===== config.mk =====
export PLATFORM = sky130hd
export DESIGN_NAME = keypad_matrix_scan
export DESIGN_NICKNAME = d
export VERILOG_FILES = /design/src/rtl/keypad_matrix_scan.sv
export SDC_FILE = /design/constraint.sdc
export NUM_CORES = 1
export LEC_CHECK = 0
export CAP_MARGIN = 15
export CELL_PAD_IN_SITES_DETAIL_PLACEMENT = 1
export CELL_PAD_IN_SITES_GLOBAL_PLACEMENT = 2
export CORE_MARGIN = 3
export CORE_UTILIZATION = 25
export DETAILED_ROUTE_END_ITERATION = 8
export GPL_ROUTABILITY_DRIVEN = 0
export PLACE_DENSITY = 0.55
export SLEW_MARGIN = 5
export SYNTH_ARGS = -nofsm -noshare
export SYNTH_HDL_FRONTEND = slang
export SYNTH_SLANG_ARGS = --single-unit

===== constraint.sdc =====
create_clock -name clk -period 9.2 [get_ports clk]
set_clock_uncertainty 0.2 [all_clocks]
set_input_delay 2.76 -clock clk [delete_from_list [all_inputs] [get_ports clk]]
set_output_delay 2.76 -clock clk [all_outputs]
set_load 0.01 [all_outputs]

===== src/rtl/keypad_matrix_scan.sv =====
// keypad_matrix_scan: row-strobed keypad scanner with whole-frame debounce.
// Single-key detection, ghost rejection and a valid/ready event FIFO.
//
// Ports:
//   clk       system clock
//   reset_n   synchronous active-low reset
//   row_n     active-low row drive, one row low at a time
//   col_n     active-low column sense (asynchronous)
//   ev_valid  event available at FIFO head
//   ev_data   {press, key index} of the head event
//   ev_ready  consumer pops the head when ev_valid is high
//   key_down  a debounced key is currently held
//   key_code  index of the last debounced pressed key
//   overflow  sticky flag: an event was dropped on a full FIFO
//   ovf_clr   clears overflow (a same-cycle drop wins)

module keypad_matrix_scan #(
    parameter int ROWS       = 4,
    parameter int COLS       = 3,
    parameter int DIV_W      = 10,
    parameter int DEBOUNCE   = 3,
    parameter int FIFO_DEPTH = 4,
    parameter int CODE_W     = $clog2(ROWS*COLS)
) (
    input  logic              clk,
    input  logic              reset_n,
    output logic [ROWS-1:0]   row_n,
    input  logic [COLS-1:0]   col_n,
    output logic              ev_valid,
    output logic [CODE_W:0]   ev_data,
    input  logic              ev_ready,
    output logic              key_down,
    output logic [CODE_W-1:0] key_code,
    output logic              overflow,
    input  logic              ovf_clr
);

    localparam int RW = $clog2(ROWS);
    localparam int CW = $clog2(COLS);
    localparam int AW = $clog2(FIFO_DEPTH);

    localparam logic [DIV_W-1:0]  DWELL_LAST = '1;
    localparam logic [RW-1:0]     ROW_LAST   = RW'(ROWS-1);
    localparam logic [CODE_W-1:0] COLS_C     = CODE_W'(COLS);
    localparam logic [3:0]        DEB        = 4'(DEBOUNCE);
    localparam logic [AW:0]       FULL_CNT   = (AW+1)'(FIFO_DEPTH);

    // ---------------------------------------------------------------
    // Row scan
    // ---------------------------------------------------------------
    logic [DIV_W-1:0] dwell_q;
    logic [RW-1:0]    row_q;
    logic [RW-1:0]    row_d;
    logic             sample;
    logic             frame_end;

    assign sample    = (dwell_q == DWELL_LAST);
    assign frame_end = sample && (row_q == ROW_LAST);

    always_comb begin
        row_d = row_q;
        if (sample) begin
            row_d = frame_end ? '0 : row_q + RW'(1);
        end
    end

    // row_n is loaded from the next row index so the drive and the
    // internal row index always agree.
    always_ff @(posedge clk) begin
        if (!reset_n) begin
            dwell_q <= '0;
            row_q   <= '0;
            row_n   <= '1;
        end else begin
            dwell_q <= dwell_q + DIV_W'(1);
            row_q   <= row_d;
            row_n   <= ~(ROWS'(1) << row_d);
        end
    end

    // ---------------------------------------------------------------
    // Column synchroniser (idles high, i.e. no key)
    // ---------------------------------------------------------------
    logic [COLS-1:0] sync1_q;
    logic [COLS-1:0] sync2_q;
    logic [COLS-1:0] pressed;

    always_ff @(posedge clk) begin
        if (!reset_n) begin
            sync1_q <= '1;
            sync2_q <= '1;
        end else begin
            sync1_q <= col_n;
            sync2_q <= sync1_q;
        end
    end

    assign pressed = ~sync2_q;

    // ---------------------------------------------------------------
    // Per-row decode: count saturates at 2 (= "many")
    // ---------------------------------------------------------------
    logic [1:0]        row_cnt;
    logic [CW-1:0]     row_col;
    logic [CODE_W-1:0] row_code;

    always_comb begin
        row_cnt = 2'd0;
        row_col = '0;
        for (int c = COLS-1; c >= 0; c--) begin
            if (pressed[c]) begin
                row_col = CW'(c);
                if (row_cnt != 2'd2) begin
                    row_cnt = row_cnt + 2'd1;
                end
            end
        end
    end

    assign row_code = CODE_W'(row_q) * COLS_C + CODE_W'(row_col);

    // ---------------------------------------------------------------
    // Frame image: only the key count and the single key are needed
    // ---------------------------------------------------------------
    logic [1:0]        acc_cnt_q;
    logic [CODE_W-1:0] acc_code_q;
    logic [1:0]        tot_cnt;
    logic [CODE_W-1:0] tot_code;
    logic              cand_hit;
    logic [CODE_W-1:0] cand_code;

    always_comb begin
        tot_cnt  = acc_cnt_q;
        tot_code = acc_code_q;
        if (row_cnt != 2'd0) begin
            if (acc_cnt_q == 2'd0 && row_cnt == 2'd1) begin
                tot_cnt  = 2'd1;
                tot_code = row_code;
            end else begin
                tot_cnt  = 2'd2;
            end
        end
    end

    // Ghost/multi-key frames collapse to "none"; code is zeroed so
    // every "none" compares equal.
    assign cand_hit  = (tot_cnt == 2'd1);
    assign cand_code = cand_hit ? tot_code : '0;

    always_ff @(posedge clk) begin
        if (!reset_n) begin
            acc_cnt_q  <= '0;
            acc_code_q <= '0;
        end else if (sample) begin
            acc_cnt_q  <= frame_end ? 2'd0 : tot_cnt;
            acc_code_q <= frame_end ? '0 : tot_code;
        end
    end

    // ---------------------------------------------------------------
    // Frame-to-frame debounce
    // ---------------------------------------------------------------
    logic              prev_hit_q;
    logic [CODE_W-1:0] prev_code_q;
    logic [3:0]        stable_q;
    logic [3:0]        stable_d;
    logic              same;
    logic              differs;
    logic              accept;

    assign same = (cand_hit == prev_hit_q) &&
                  (cand_code == prev_code_q);

    always_comb begin
        stable_d = 4'd1;
        if (same) begin
            stable_d = (stable_q == DEB) ? stable_q
                                         : stable_q + 4'd1;
        end
    end

    always_ff @(posedge clk) begin
        if (!reset_n) begin
            prev_hit_q  <= 1'b0;
            prev_code_q <= '0;
            stable_q    <= '0;
        end else if (frame_end) begin
            prev_hit_q  <= cand_hit;
            prev_code_q <= cand_code;
            stable_q    <= stable_d;
        end
    end

    assign differs = (cand_hit != key_down) ||
                     (cand_hit && cand_code != key_code);
    assign accept  = frame_end && (stable_d == DEB) && differs;

    // ---------------------------------------------------------------
    // Debounced key state
    // S_PEND: release already pushed, press of the new key goes next.
    // ---------------------------------------------------------------
    typedef enum logic [1:0] {
        S_IDLE = 2'd0,
        S_HELD = 2'd1,
        S_PEND = 2'd2
    } state_t;

    state_t            state_q;
    state_t            state_d;
    logic              push;
    logic [CODE_W:0]   push_data;
    logic [CODE_W-1:0] pend_code_q;

    always_ff @(posedge clk) begin
        if (!reset_n) begin
            state_q <= S_IDLE;
        end else begin
            state_q <= state_d;
        end
    end

    always_comb begin
        state_d = state_q;
        case (state_q)
            S_IDLE: begin
                if (accept) state_d = S_HELD;
            end
            S_HELD: begin
                if (accept) begin
                    state_d = cand_hit ? S_PEND : S_IDLE;
                end
            end
            S_PEND:  state_d = S_HELD;
            default: state_d = S_IDLE;
        endcase
    end

    always_comb begin
        push      = 1'b0;
        push_data = '0;
        case (state_q)
            S_IDLE: begin
                if (accept) begin
                    push      = 1'b1;
                    push_data = {1'b1, cand_code};
                end
            end
            S_HELD: begin
                if (accept) begin
                    push      = 1'b1;
                    push_data = {1'b0, key_code};
                end
            end
            S_PEND: begin
                push      = 1'b1;
                push_data = {1'b1, pend_code_q};
            end
            default: ;
        endcase
    end

    assign key_down = (state_q == S_HELD);

    // key_code follows every press, even one the FIFO had to drop.
    always_ff @(posedge clk) begin
        if (!reset_n) begin
            key_code    <= '0;
            pend_code_q <= '0;
        end else begin
            if (push && push_data[CODE_W]) begin
                key_code <= push_data[CODE_W-1:0];
            end
            if (state_q == S_HELD && accept && cand_hit) begin
                pend_code_q <= cand_code;
            end
        end
    end

    // ---------------------------------------------------------------
    // Event FIFO
    // ---------------------------------------------------------------
    logic [CODE_W:0] mem_q [FIFO_DEPTH];
    logic [AW-1:0]   wr_q;
    logic [AW-1:0]   rd_q;
    logic [AW:0]     cnt_q;
    logic            full;
    logic            pop;
    logic            wr_en;
    logic            drop;

    assign full  = (cnt_q == FULL_CNT);
    assign pop   = ev_valid && ev_ready;
    // When full, a same-cycle pop frees the slot the write lands in.
    assign wr_en = push && (!full || pop);
    assign drop  = push && full && !pop;

    always_ff @(posedge clk) begin
        if (wr_en) begin
            mem_q[wr_q] <= push_data;
        end
    end

    always_ff @(posedge clk) begin
        if (!reset_n) begin
            wr_q  <= '0;
            rd_q  <= '0;
            cnt_q <= '0;
        end else begin
            if (wr_en) wr_q <= wr_q + AW'(1);
            if (pop)   rd_q <= rd_q + AW'(1);
            case ({wr_en, pop})
                2'b10:   cnt_q <= cnt_q + (AW+1)'(1);
                2'b01:   cnt_q <= cnt_q - (AW+1)'(1);
                default: cnt_q <= cnt_q;
            endcase
        end
    end

    assign ev_valid = (cnt_q != '0);
    assign ev_data  = ev_valid ? mem_q[rd_q] : '0;

    always_ff @(posedge clk) begin
        if (!reset_n) begin
            overflow <= 1'b0;
        end else if (drop) begin
            overflow <= 1'b1;
        end else if (ovf_clr) begin
            overflow <= 1'b0;
        end
    end

endmodule


# == After elaboration in Yosys (flattened, before gate mapping) ==
# Memory sizes are Yosys's and may differ from the RTL's. A register that Yosys moved wholly into a read port is not among the register bits.
# Cells that the tools add are included.
# W data, S select, Z words.
# classes
add_sub_neg,10
multipliers,1
n_div,0
n_lt_le_gt_ge,0
eq_ne,19
shifts,1
n_mux,36
bitwise,2
reduce_logical,25
# op_table
operator,count
$mux W2,17
$mux W4,7
$pmux W5 S3,1
$logic_and A1 B1 Y1,13
$add A10 B1 Y10 const B,1
$add A2 B1 Y2 const B,5
$eq A10 B10 Y1 const B,1
$mux W5,2
$eq A2 B1 Y1 const B,4
$eq A4 B2 Y1 const B,2
$eq A2 B2 Y1 const B,3
$mux W1,6
$ne A2 B2 Y1 const B,3
$pmux W2 S3,1
$pmux W3 S2,1
$reduce_bool A2 Y1,3
$add A4 B1 Y4 const B,1
$add A4 B2 Y4,1
$eq A4 B4 Y1,1
$logic_not A2 Y1,2
$mul A2 B2 Y4 const B,1
$ne A4 B4 Y1,1
$not A4 Y4,1
$shl A1 B2 Y4 const A,1
other kinds (13),15
# totals
regBits,55
latch_bits,0
ram_bits,20
romBits,0
in_bits,7
n_memories,1
# mem_list
memory,words,word_bits,rd,rd_clocked_by_memory_dff,write_ports,line,source
mem_q,4,5,1,1,1,282,logic [CODE_W:0] mem_q [FIFO_DEPTH];

# == Logic depth before layout (Yosys ltp) ==
# logic_depth
ltp_word,25
depth_mapped,17
mapped_depth_nobuf,17

# == Least setup slack after synthesis ==
# No wires, ideal clock.
# synth_timing
path_kind,register to output
startpoint,reg with a tool-made name
endpoint,out ev_data[0]
t_arrival_ns,1.289
required_time_ns,6.240
slack_ns,4.951
stages_incl_launch_ff,4
path_cell_list,dfxtp_1 > clkbuf_1 > mux4_2 > and2_1
# synth_rtl
item,line,source
"end, declared",30,"output logic [CODE_W:0] ev_data,"

==> run_results.csv <==
group,metric,value,unit
status,status,"finished clean",
worst_setup_path,worst-endpoint-required,6.24,ns
cells_and_area,finalNetCount,400,
sta,setup_viol,0,
worst_hold_path,min_from,"sync1_q[1]",
synth,synthesis.nets,380,
worst_setup_path,crit_buf_inv,1,
pwr,power,0.736,mW
pwr,power.leakage,1.73,nW
sta,period_needed,5.00,ns
worst_hold_path,worstHoldPathType,"reg2reg",
worst_setup_path,r2r_cells,17,
cells_and_area,drive_gt1_frac,0.0707,
synth,yosysUniqueCellTypes,47,
pwr,p_per_area,166,mW/mm²
floorplan,num_rows,44,
clocking,cts.hold.buffers_added,0,
floorplan,floorplan.initialDensity,0.256,
floorplan,core,0.0146,mm²
synth,ys_warn_count,0,
worst_setup_path,start_kind,"flip-flop",
cells_and_area,antenna_cells,0,
synth,ys_ff_latch,77,
worst_setup_path,cp_cell_sequence,"mux4_2, and2_1, clkdlybuf4s50_1",
worst_setup_path,worstSetupPathType,"reg2out",
global_routing,grt_pass1_vias,2798,
clocking,clk_latency,0.34,ns
worst_setup_path,r2r_slack,4.51,ns
clocking,cts_setup_buffers,0,
worst_hold_path,holdPathStages,1,
worst_setup_path,critPathTopFamily,"multiplexers",
pwr,peakVddDrop,0.0801,mV
global_routing,antenna_found_initial,0,
clocking,cts_tree,"yes",
synth,async_reset_ff_frac,0,
sta,slew_violations,0,
sta,finalSetupTns,0,ns
global_routing,grt_use_met3,0.0292,
drt,wirelength,8620,µm
flow_run,max-cap-violations,0,
drt,drc_errors,0,
cells_and_area,areaGrowthSynthToFinish,18.8,%
worst_setup_path,slowest_stage,"mux4_2",
drt,vias_per_cell,4.68,
worst_hold_path,hold-path-endpoint,"sync2_q[1]",
place,place_hpwl,6250,µm
cells_and_area,n_fill_cell,1615,
drt,num_vias,2651,
floorplan,ioPinCount,23,
clocking,clk_pin_slew,0.06,ns
clocking,htree_num_levels,3,
global_routing,grt_pass1_wl,15000,µm
clocking,post_cts_resized,0,
worst_setup_path,r2r-end,"cnt_q[2]",
synth,synth-edff-count,20,
drt,wl_per_cell,15.2,µm
clocking,clock-sinks,77,
synth,synth.avg_cell_area,10.5,µm²
synth,synth_seq_area_share,0.466,
global_routing,grt_overflow,0,
sta,hold_viol,0,
worst_setup_path,arrival,2.04,ns
cells_and_area,final_cell_mix,"57 x dfxtp_1, 27 x nor2b_1, 26 x nand2_1",
global_routing,grt.met2_usage,0.181,
floorplan,die_x,128,µm
drt,drtIter0Drc,118,
sta,hold_ws,0.207,ns
synth,syn_area,0.00374,mm²
sta,grt_setup_unrepaired,"no",
worst_setup_path,critical_path.max_stage_delay,0.56,ns
global_routing,globalRouteMet1Util,0.153,
global_routing,grt_use_total,0.116,
sta,tightest_slew,0.704,ns
clocking,cts_root_buffer,"clkbuf_16",
cells_and_area,seq_area,0.00174,mm²
cells_and_area,final_common_cell,"dfxtp_1",
sta,layout_worst_path_cycle_share,0.544,
synth,ys.flop_type,"dfxtp_1",
worst_setup_path,endpoint_kind,"output pin",
drt,firstDrtPassIters,4,
sta,max-slew-margin-rel,0.524,
clocking,clk_path_buf_depth,2,
synth,syn_inst,357,
sta,fmax,200,MHz
drt,ant_nets,0,
clocking,numCtsBuffers,9,
global_routing,grt_max_degree,40,
worst_setup_path,reg2reg_from,"sync2_q[2]",
floorplan,fp.dieH,128,µm
global_routing,grt-busiest-layer,"met2",
worst_setup_path,cp_max_fo,5,
place,io_buffers,22,
cells_and_area,multi_input_area,0.00191,mm²
floorplan,die-area,0.0165,mm²
[layer usage]
| layer | vias to the layer above | wire length [µm] |
|---|---|---|
| met1 | 1286 | 4280 |
| met4 | 0 | 169 |
| met3 | 13 | 275 |
| met5 | - | 0 |
| li1 | 1320 | - |
| met2 | 32 | 3890 |
[where the power goes]
part | internal [mW] | switching, mW | leakage, nW
combinational | 0.0103 | 0.0139 | 0.899
sequential | 0.348 | 0.00162 | 0.694
clock | 0.212 | 0.150 | 0.139
total | 0.570 | 0.166 | 1.73
[kinds of logic (layout without fill, tap and decap cells)]
logic type,Yosys count,in the layout,synth area share
compound gates,67,67,0.135
buf+inv,22,47,0.0224
fa+ha+maj,16,16,0.0596
simple gates,138,138,0.207
mux,21,21,0.0730
xor+xnor,16,16,0.0375
flops,77,77,0.466
[how the worst max path moves through the flow]
stage | slack, ns | end | from | depth (start not counted)
floorplan | 4.95 | ev_data[0] | flip-flop | 3
global placement | 4.34 | key_code[2] | reset_n | 4
detailed placement | 4.26 | mem_q[3][1] | ev_ready | 4
CTS | 4.12 | ev_data[4] | flip-flop | 3
global route | 3.99 | cnt_q[2] | sync2_q[2] | 17
finish | 4.20 | ev_data[4] | flip-flop | 3
[metrics by stage]
stage,std cells,area (µm²),util,setup slack (ns)
after CTS,566,4440,0.304,4.12
final,566,4440,0.304,4.20
after floorplan,357,3740,-,4.95
after detailed placement,550,4140,0.284,4.26
after global routing,566,4440,0.304,3.99
after global placement,550,4140,0.284,4.34
[cell type report]
class	count	area share
multi-input combinational	258	0.430
sequential	77	0.392
tap	184	0.0518
clock buffer	10	0.0515
timing repair buffer	23	0.0513
clock inverter	6	0.0161
inverter	8	0.00676
[registers in the layout (all words and copies together), names as in the netlist, named ones only]
register and count:
acc_cnt_q 2, key_code 4, acc_code_q 4, row_q 2, pend_code_q 4, cnt_q 3, row_n 4, dwell_q 10
prev_hit_q 1, mem_q 20, overflow 1, rd_q 2, wr_q 2, stable_q 4, sync1_q 3, sync2_q 3
prev_code_q 4, state_q 2
[Yosys cell counts, types with 4 or more instances]
| cell type | count | share of area |
|---|---|---|
| dfxtp_1 | 57 | 0.31 |
| nor2b_1 | 27 | 0.045 |
| nand2_1 | 26 | 0.026 |
| and2_1 | 23 | 0.039 |
| edfxtp_1 | 20 | 0.16 |
| mux2i_1 | 16 | 0.043 |
| nor2_1 | 14 | 0.014 |
| clkbuf_1 | 13 | 0.013 |
| ha_1 | 13 | 0.044 |
| nand2b_1 | 11 | 0.018 |
| a21oi_1 | 9 | 0.012 |
| o21a_1 | 9 | 0.018 |
| inv_1 | 8 | 0.0080 |
| nand3_1 | 8 | 0.011 |
| o21ai_0 | 8 | 0.011 |
| xnor2_1 | 8 | 0.019 |
| xor2_1 | 8 | 0.019 |
| a22oi_1 | 7 | 0.014 |
| a31oi_1 | 7 | 0.012 |
| nor3_1 | 7 | 0.0094 |
| or3_1 | 7 | 0.012 |
| mux4_2 | 5 | 0.030 |
| a21boi_0 | 4 | 0.0080 |
| a221oi_2 | 4 | 0.016 |
| o211ai_1 | 4 | 0.0080 |
| o221a_1 | 4 | 0.012 |
(Power assumes the default switching activity.)
==> variant 1: new RTL, config.mk and constraints unchanged <==
Encoding of `state_t`: now one-hot (3 bits for 3 states).
--- a/src/rtl/keypad_matrix_scan.sv
+++ b/src/rtl/keypad_matrix_scan.sv
@@ -199,10 +199,10 @@
     // Debounced key state
     // S_PEND: release already pushed, press of the new key goes next.
     // ---------------------------------------------------------------
-    typedef enum logic [1:0] {
-        S_IDLE = 2'd0,
-        S_HELD = 2'd1,
-        S_PEND = 2'd2
+    typedef enum logic [2:0] {
+        S_IDLE = 3'b001,
+        S_HELD = 3'b010,
+        S_PEND = 3'b100
     } state_t;
 
     state_t            state_q;
Function: no difference found for any inputs over 10 cycles, from zero or initial values and one cycle with reset_n low; not proved beyond that.
==> variant 1 against the original RTL <==
Worst setup slack worse by 0.024 ns; final area up 10%; sequential cell count up 1; synthesized area up 11%; routed wire length up 24%.
Power is not compared: it rests on default switching activity, and its combinational part moved more than twofold at a synthesized area within 25%.
==> variant 1: results (changes against the original RTL) <==
metric	value	unit	change
post_cts_buffers	0		unchanged
grt_first_pass_wirelength	17400	um	+16%
antenna_found_initial	0		unchanged
synth-edff-count	20		unchanged
cpPeakStageDelay	0.55	ns	
rr_startpoint	sync2_q[2]		
drive_gt1_frac	0.0938		+0.0231
grt_use_total	0.123		+0.00712
cp_slowest_cell	mux4_2		
min_from	sync1_q[0]		
wire_per_inst	16.3	um	+7.1%
endpoint	ev_data[1]		
antenna_cells	0		unchanged
rr_endpoint	cnt_q[2]		
cts_buffers	9		unchanged
path_delay_family	multiplexers		
status	complete, no violations		
post_cts_resized	0		unchanged
synth_warnings	0		unchanged
path_clk_slew	0.07	ns	
placed_area	4580	um2	+11%
finalNetCount	455		+14%
ys_seq_area_frac	0.424		-0.0419
cp_data_arrival_time	2.06	ns	+0.02 ns
yosys-top-cells-area	dfxtp_1, edfxtp_1, ha_1		
start_kind	register		
hold_path.class	reg2reg		
worstRegToRegCells	17		unchanged
dr.pass1.iters	4		unchanged
dpl.cell_count	637		+16%
p_switching	210	uW	
io_buffers	22		unchanged
drt_iter0_drc	182		+54%
grt_max_degree	61		+53%
synth-main-ff-cell	dfxtp_1		
hpwl	7870	um	+26%
clk_path_buf_depth	2		unchanged
synth_cell_types	70		+49%
slew_headroom	0.350		-0.174
top_regs	mem_q (20), dwell_q (10)		
vias	3130		+18%
reg2reg_slack	4.22	ns	-0.29 ns
synth_commonest_cells	dfxtp_1, nand2_1, nor2b_1		
min_period	5.02	ns	+0.0239 ns
fillCellCount	1800		+11%
clk-power	383	uW	
fin_hold_ws	0.210	ns	+0.00290 ns
clk_latency	0.35	ns	
syn2layout_area_growth	17.7	%	
p_seq	365	uW	
dp_slack	4.09	ns	-0.170 ns
seqPwrFrac	0.449		
synth_nets	436		+15%
min_to	sync2_q[0]		
drt-total-wl	10600	um	+24%
htreeDepth	3		unchanged
power.leakage	1.98	nW	
grt_pass1_vias	3164		+13%
clock-root-buffer	clkbuf_16		
syn_inst	413		+16%
[variant 1: cell types whose count changed in the layout (fill, tap and decap cells not counted), moves of 5 or more]
cell,delta
mux2i_1,-8
and3_1,+13
nand2_1,+10
xor2_1,-6
a21oi_1,+5
[variant 1: routing by layer]
layer	track usage	part of all wire	vias up
li1	-	-	1542
met3	0.0220	0.024	13
met4	0.0436	0.015	0
met1	0.166	0.50	1542
met5	0	0	-
met2	0.198	0.46	33
[variant 1: cell type report]
class | count | share of cell area
Multi-Input combinational cell | 308 | 0.466
Timing Repair Buffer | 23 | 0.0455
Inverter | 12 | 0.00921
Sequential cell | 78 | 0.360
Clock inverter | 7 | 0.0179
Clock buffer | 9 | 0.0461
Tap cell | 216 | 0.0553
[variant 1: cells by family after synthesis]
family | synth area share
and+or+nand+nor | 0.275
buffers and inverters | 0.0277
muxes | 0.0464
AOI/OAI and AO/OA | 0.157
xor gates and xnor gates | 0.0169
adders and majority gates | 0.0536
DFF | 0.424
==> variant 2: new RTL, same flow settings <==
Made on the original files. `DIV_W`: 10 -> 12.
--- a/src/rtl/keypad_matrix_scan.sv
+++ b/src/rtl/keypad_matrix_scan.sv
@@ -17,7 +17,7 @@
 module keypad_matrix_scan #(
     parameter int ROWS       = 4,
     parameter int COLS       = 3,
-    parameter int DIV_W      = 10,
+    parameter int DIV_W      = 12,
     parameter int DEBOUNCE   = 3,
     parameter int FIFO_DEPTH = 4,
     parameter int CODE_W     = $clog2(ROWS*COLS)
Function: no difference found for any inputs over 10 cycles, from zero or initial values and one cycle with reset_n low; that may be too few to reach the edited logic, so the function may still have changed.
==> variant 2 against the original RTL <==
Routed wire length is 3.1% higher; worst setup slack improved by 0.0098 ns; final area increased by 2.6%; via count up 4.8%; cell count is 4.1% higher; sequential share of layout area shrank 0.10 points; count of clock-buffer cells in the layout down 1; core utilization up 0.20 points; synthesized area is 3.6% higher; first-iteration DRC count is 27% higher; sequential cell count rose by 2.
Power is not compared: it rests on default switching activity, and its combinational part moved more than twofold at a synthesized area within 25%.
==> variant 2: results (changes against the original RTL) <==
metric	value	unit	change
synth_nets	410		+7.9%
grt_use_total	0.114		-0.00202
synth_cell_types	46		-2.1%
grt_pass1_vias	2938		+5.0%
finalNetCount	423		+5.8%
vias	2778		+4.8%
min_to	sync2_q[0]		
wire_per_inst	15.1	um	-0.89%
reg2reg_slack	4.23	ns	-0.28 ns
grt_first_pass_wirelength	15000	um	+0.14%
drive_gt1_frac	0.0815		+0.0108
dpl.cell_count	573		+4.2%
drt_iter0_drc	150		+27%
hpwl	6290	um	+0.59%
synth_commonest_cells	dfxtp_1, and2_1, nand2_1		
min_from	sync1_q[0]		
yosys-top-cells-area	dfxtp_1, edfxtp_1, and2_1		
avgSynthCellArea	10.0	um2	-4.4%
top_regs	mem_q (20), dwell_q (12)		
fin_hold_ws	0.206	ns	-0.00133 ns
ys_ff_latch	79		+2.6%
status	complete, no violations		
endpoint	ev_data[0]		
drt-total-wl	8890	um	+3.1%
grt_max_degree	60		+50%
ys_seq_area_frac	0.460		-0.00607
cpPeakStageDelay	0.54	ns	-0.02 ns
placed_area	4240	um2	+2.3%
[variant 2: changes by cell type in the layout (fill, tap and decap cells not counted), moves of 4 or more]
cell and change:
a22oi_1 -7, and2_1 +4, o221a_1 -4, inv_1 +6
a21oi_1 +12, mux2i_1 -12, xor2_1 -5, o2bb2ai_1 +4
nor3_1 +9, o211a_1 +4, o221a_2 +5, xnor2_1 +7
[variant 2: where the power goes]
part	internal (mW)	switching [mW]	total [mW]	leakage [nW]
combinational	0.0413	0.0401	0.0814	0.834
clock	0.238	0.150	0.387	0.152
sequential	0.366	0.0148	0.381	0.711
[variant 2: kinds of logic after synthesis]
group | after synthesis | synth area share
multiplexers | 9 | 0.0394
buffers and inverters | 34 | 0.0352
flip-flops | 79 | 0.460
XOR/XNOR | 18 | 0.0407
AND/OR/NAND/NOR | 150 | 0.215
AO/OA/AOI/OAI | 81 | 0.152
adder cells (fa/ha/maj) | 16 | 0.0575
[variant 2: worst max-delay path: cells and delay by family (launching register included)]
family,cells,cell delay [ns]
multiplexers,1,0.54
buffers and inverters,1,0.47
flip-flops,1,0.51
AND/OR/NAND/NOR,1,0.17
[variant 2: per-layer routing]
metal	global-route usage	routed length (um)	vias up
li1	-	-	1402
met1	0.143	4320	1338
met2	0.188	4200	27
met3	0.0248	198	11
met4	0.0520	170	0
met5	0	0	-
[variant 2: area by class of cell]
cell class	count	area [um2]	area share
tap	184	230	0.0505
clock inverter	7	95.1	0.0209
sequential	79	1780	0.391
multi-input combinational	274	1960	0.429
clock buffer	9	225	0.0494
inverter	14	52.6	0.0115
timing repair buffer	22	215	0.0472
